### src/rtl/player_ctrl.sv
// Player movement/jump/health controller for one on-screen player sprite.
//
// state  | meaning
// -------+----------------------------------------------------------
// IDLE   | waiting for the first round to start, player frozen
// GROUND | standing on ground: walk, squat, shield, may start a jump
// JUMP   | airborne: jump counter jc drives the vertical profile
// DEAD   | hp exhausted, outputs frozen until the next start pulse
module player_ctrl #(
  parameter int          STEP_X   = 6,
  parameter int          V        = 8,
  parameter int          MAX_J    = 32,
  parameter int          X_MIN    = 0,
  parameter int          X_MAX    = 480,
  parameter int          X_INIT   = 120,
  parameter int          HP_WIDTH = 3,
  parameter int          HP_INIT  = 5,
  parameter logic [3:0]  BASE_ID  = 4'd1
) (
  input  logic                i_clk,
  input  logic                i_rst_n,
  input  logic                i_start,
  input  logic                i_frame_tick,
  input  logic                i_left,
  input  logic                i_right,
  input  logic                i_jump,
  input  logic                i_squat,
  input  logic                i_shield,
  input  logic                i_hit,
  output logic [10:0]         o_x,
  output logic [7:0]          o_y_off,
  output logic [3:0]          o_obj_id,
  output logic [HP_WIDTH-1:0] o_hp,
  output logic                o_dead
);

  localparam int JCW  = $clog2(MAX_J + 1);
  localparam int HALF = MAX_J / 2;

  typedef enum logic [1:0] {IDLE, GROUND, JUMP, DEAD} state_t;

  state_t                state_q, state_d;
  logic [10:0]           x_q, x_d;
  logic [7:0]            y_off_q, y_off_d;
  logic [JCW-1:0]        jc_q, jc_d;
  logic [3:0]            obj_id_q, obj_id_d;
  logic [HP_WIDTH-1:0]   hp_q, hp_d;
  logic                  dead_q, dead_d;

  // State and output registers; every output comes straight from a flop.
  always_ff @(posedge i_clk or negedge i_rst_n) begin
    if (!i_rst_n) begin
      state_q  <= IDLE;
      x_q      <= 11'(X_INIT);
      y_off_q  <= 8'd0;
      jc_q     <= '0;
      obj_id_q <= BASE_ID;
      hp_q     <= HP_WIDTH'(HP_INIT);
      dead_q   <= 1'b0;
    end else begin
      state_q  <= state_d;
      x_q      <= x_d;
      y_off_q  <= y_off_d;
      jc_q     <= jc_d;
      obj_id_q <= obj_id_d;
      hp_q     <= hp_d;
      dead_q   <= dead_d;
    end
  end

  // Next state: start wins; otherwise frame-tick motion and per-cycle hit handling.
  always_comb begin
    state_d  = state_q;
    x_d      = x_q;
    y_off_d  = y_off_q;
    jc_d     = jc_q;
    obj_id_d = obj_id_q;
    hp_d     = hp_q;
    dead_d   = dead_q;

    if (i_start) begin
      state_d  = GROUND;
      x_d      = 11'(X_INIT);
      y_off_d  = 8'd0;
      jc_d     = '0;
      obj_id_d = BASE_ID;
      hp_d     = HP_WIDTH'(HP_INIT);
      dead_d   = 1'b0;
    end else if (state_q == GROUND || state_q == JUMP) begin
      if (i_frame_tick) begin
        // Horizontal move; compares are done before subtracting so x never underflows.
        if (i_left && !i_right) begin
          if (x_q >= 11'(X_MIN + STEP_X))
            x_d = x_q - 11'(STEP_X);
          else
            x_d = 11'(X_MIN);
        end else if (i_right && !i_left) begin
          if (({1'b0, x_q} + 12'(STEP_X)) >= 12'(X_MAX))
            x_d = 11'(X_MAX);
          else
            x_d = x_q + 11'(STEP_X);
        end

        if (state_q == GROUND) begin
          if (i_shield)
            obj_id_d = BASE_ID + 4'd1;
          else if (i_squat)
            obj_id_d = BASE_ID + 4'd2;
          else
            obj_id_d = BASE_ID;
          if (i_jump && !i_squat) begin
            state_d  = JUMP;
            jc_d     = '0;
            obj_id_d = BASE_ID;
          end
        end else begin
          obj_id_d = BASE_ID;
          // Rising half slows by one pixel every two frames; falling half mirrors it.
          if (jc_q < JCW'(HALF))
            y_off_d = y_off_q + 8'(V) - 8'(jc_q >> 1);
          else
            y_off_d = y_off_q - 8'((jc_q - JCW'(HALF)) >> 1) - 8'd1;
          if (jc_q == JCW'(MAX_J - 1)) begin
            y_off_d = 8'd0;
            jc_d    = '0;
            state_d = GROUND;
          end else begin
            jc_d = jc_q + JCW'(1);
          end
        end
      end

      // Hits are checked against the sprite currently shown, so the shield
      // only protects once it is actually displayed.
      if (i_hit && (obj_id_q != BASE_ID + 4'd1) && (hp_q != '0)) begin
        hp_d = hp_q - HP_WIDTH'(1);
        if (hp_q == HP_WIDTH'(1)) begin
          state_d  = DEAD;
          dead_d   = 1'b1;
          obj_id_d = BASE_ID;
        end
      end
    end
  end

  assign o_x      = x_q;
  assign o_y_off  = y_off_q;
  assign o_obj_id = obj_id_q;
  assign o_hp     = hp_q;
  assign o_dead   = dead_q;

endmodule

### config.mk
export PLATFORM = sky130hd
export DESIGN_NAME = player_ctrl
export DESIGN_NICKNAME = d
export VERILOG_FILES = /design/src/rtl/player_ctrl.sv
export SDC_FILE = /design/constraint.sdc
export NUM_CORES = 1
export LEC_CHECK = 0
export CAP_MARGIN = 15
export CORE_MARGIN = 2
export CORE_UTILIZATION = 35
export CTS_CLUSTER_DIAMETER = 100
export DETAILED_ROUTE_END_ITERATION = 10
export GPL_TIMING_DRIVEN = 0
export RECOVER_POWER = 50
export SETUP_SLACK_MARGIN = 0.2
export SLEW_MARGIN = 10
export SYNTH_ARGS = -nofsm -noshare
export SYNTH_HDL_FRONTEND = slang
export SYNTH_SLANG_ARGS = --single-unit
### constraint.sdc
create_clock -name i_clk -period 2.11 [get_ports i_clk]
set_input_delay 0.211 -clock i_clk [delete_from_list [all_inputs] [get_ports i_clk]]
set_output_delay 0.211 -clock i_clk [all_outputs]
set_load 0.05 [all_outputs]
==> insert_results.sql <==
INSERT INTO impl_metrics (metric_group, metric, value, unit) VALUES
('outcome', 'outcome', 'complete, but fails checks', ''),
('outcome', 'violations', 'max-capacitance violations, max-slew violations, negative setup slack', ''),
('die', 'io-pin-count', '37', ''),
('setup_path', 'worstPathMaxFanout', '3', ''),
('grt', 'groute.usage.overall', '0.1738', ''),
('setup_path', 'r2r.worst_path.cells', '8', ''),
('drt', 'violation_count_after_the_first_detailed_routing_iteration', '104', ''),
('timing', 'setup_tns', '-0.5613', 'ns'),
('layout', 'signed_area_change_from_the_synthesized_netlist_to_the_final_layout', '38.85', '%'),
('placed_design', 'dpl.cell_count', '480', ''),
('power_and_ir_drop', 'ir_drop', '369.5', 'uV'),
('yosys', 'synth-edff-count', '0', ''),
('yosys', 'syn-num-nets', '379', ''),
('setup_path', 'startpoint_type', 'flop', ''),
('power_and_ir_drop', 'power-per-cell-area', '776.1', 'mW/mm^2'),
('worst_hold_path', 'min-delay-path-class', 'input pin to asynchronous set/reset pin', ''),
('grt', 'maximum_number_of_pins_on_one_net_before_global_route_repair', '35', ''),
('grt', 'grt_first_pass_wirelength', '12.44', 'mm'),
('clocking', 'tritoncts_clock_tree', 'built', ''),
('setup_path', 'r2r-start', 'o_y_off[1]', ''),
('drt', 'dr_total_vias', '2739', ''),
('setup_path', 'critical_path_arrival', '2.48', 'ns'),
('run', 'maxCapViolCount', '1', ''),
('placed_design', 'pre_cts_slack', '-0.2831', 'ns'),
('layout', 'num_antenna_cells', '0', ''),
('yosys', 'synth_area', '0.002895', 'mm^2'),
('layout', 'instances_no_fill', '519', ''),
('grt', 'grt_overflow_total', '0', ''),
('clocking', 'cts_num_sinks', '34', ''),
('yosys', 'postSynthRegisterBits', '34', ''),
('clocking', 'clock_path_buffers', '2', ''),
('timing', 'slew_viol_final', '35', ''),
('timing', 'rsz0062_at_grt', 'true', ''),
('placed_design', 'io_buffers', '35', ''),
('yosys', 'seq_area_frac_synth', '0.2969', ''),
('setup_path', 'timing_worst_setup_path_type', 'flop to flop', ''),
('drt', 'count_of_unresolved_drc_violations_after_routing', '0', ''),
('timing', 'clock-skew-final', '0.005400', 'ns'),
('grt', 'first_global_vias', '2575', ''),
('timing', 'setup_violations', '5', ''),
('setup_path', 'gate_family_responsible_for_the_most_delay_along_the_worst_path', 'compound AO/OA/AOI/OAI gates', ''),
('yosys', 'postSynth.topFlopCell', 'dfrtp_1', ''),
('timing', 'timing.max_slew.rel_slack', '-0.3159', ''),
('drt', 'post_drt_via_cell_ratio', '5.277', ''),
('power_and_ir_drop', 'total_power', '3.120', 'mW'),
('setup_path', 'rrSetupSlack', '-0.15', 'ns'),
('yosys', 'synthesis.area_per_instance', '8.516', 'um^2'),
('setup_path', 'endpoint_kind', 'flop', ''),
('setup_path', 'slowest_stage_cell_cp', 'fa_1', ''),
('yosys', 'synthesis.instances', '340', ''),
('layout', 'post_route_cells_drive_above_1_share', '0.3116', ''),
('grt', 'grt_antenna_before_repair', '0', ''),
('setup_path', 'critical_path.cell_chain', 'ha_4, fa_1, a211o_1, a31o_2, a21oi_2, xnor2_1, a21oi_1, o21ai_1', ''),
('drt', 'drt_first_pass_iters', '4', ''),
('layout', 'final_cell_mix', 'nand2_1 (29), buf_4 (28), o21ai_0 (27), clkdlybuf4s50_1 (27), a21oi_1 (21)', ''),
('clocking', 'clk_transition_reported_paths', '0.07', 'ns'),
('placed_design', 'rd_place_congestion', '0.9271', ''),
('timing', 'period_needed', '2.263', 'ns'),
('layout', 'layout_commonest_cell', 'nand2_1', ''),
('timing', 'setup_ws', '-0.1532', 'ns'),
('die', 'core_area', '0.008134', 'mm^2'),
('drt', 'ant_nets', '0', ''),
('clocking', 'tritoncts.num_buffers', '5', ''),
('setup_path', 'req_time_crit_path', '2.32', 'ns'),
('yosys', 'yosys_warnings', '0', ''),
('clocking', 'ctsHtreeMaxLevel', '2', ''),
('die', 'chipWidth', '94.95', 'um'),
('die', 'floorplan.initialDensity', '0.3559', ''),
('layout', 'fin_util', '0.4942', ''),
('clocking', 'cts_root_buf', 'clkbuf_8', ''),
('clocking', 'source_to_sink_clock_delay_at_the_later_pin_of_the_worst_skew_pair', '0.29', 'ns');
[final cells by class]
| type | count | area (um^2) |
|---|---|---|
| timing repair buffer | 67 | 588.1 |
| buffer | 16 | 145.1 |
| multi-input combinational | 263 | 2093 |
| fill | 765 | 4114 |
| tap | 105 | 131.4 |
| clock buffer | 7 | 86.33 |
| clock inverter | 1 | 5.005 |
| inverter | 26 | 102.6 |
| sequential | 34 | 868.3 |
[routing by layer]
metal | share of wire | wire [um] | GRT usage | vias up
met1 | 0.47 | 3575 | 0.2442 | 1307
met3 | 0.044 | 336 | 0.02873 | 10
li1 | - | - | - | 1362
met5 | 0 | 0 | 0 | -
met4 | 0.013 | 98 | 0.04348 | 0
met2 | 0.47 | 3588 | 0.2784 | 60
[worst max path at each step]
stage               slack, ns  depth (start not counted)          from    endpoint
floorplan               -0.12                         10        o_x[2]      o_x[3]
global placement        -0.28                          6  i_frame_tick      o_x[1]
detailed placement      -0.28                          6  i_frame_tick      o_x[1]
CTS                     -0.18                         11        o_x[2]      o_x[3]
global route            -0.26                         10        o_x[2]      o_x[3]
finish                  -0.15                          8    o_y_off[1]  o_y_off[6]
[power breakdown]
group / total (mW) / internal, mW / switching [mW]
clock: 0.513 / 0.264 / 0.249
sequential: 0.853 / 0.763 / 0.0899
combinational: 1.75 / 0.728 / 1.03
[cell families (layout without fill, tap and decap cells)]
group,count (synthesis),after routing,synth area share
and+or+nand+nor,111,111,0.1997
AOI/OAI and AO/OA,107,107,0.2411
buffers and inverters,43,117,0.07865
DFF,34,34,0.2969
adders and majority gates,29,29,0.1357
xor gates and xnor gates,12,12,0.03630
muxes,3,3,0.01037
other,1,1,0.001295
[cell usage after synthesis (6+ instances only)]
cell,count,area [um^2]
nor2_1,23,86.33
nand2_1,30,112.6
o21ai_0,40,200.2
ha_1,25,312.8
dfrtp_1,27,675.7
xnor2_1,9,78.83
a31oi_1,8,50.05
a21oi_1,25,125.1
nor2b_1,7,43.79
nor3_1,8,40.04
buf_6,8,90.09
nand3_1,9,45.04
dfstp_2,7,183.9
clkbuf_1,6,22.52
inv_1,26,97.59
[state kept, by name, indices dropped and copies added, names as in the netlist]
name	count
o_x	10
state_q	2
o_y_off	8
o_hp	3
jc_q	6
o_dead	1
o_obj_id	4
[repair_timing]
item                       in CTS  in global routing
setup buffers                  26                  6
pin swaps                      23                 20
setup endpoints to repair      18                 27
resized for setup              38                 35
No activity file was read; power rests on OpenSTA's default activity.
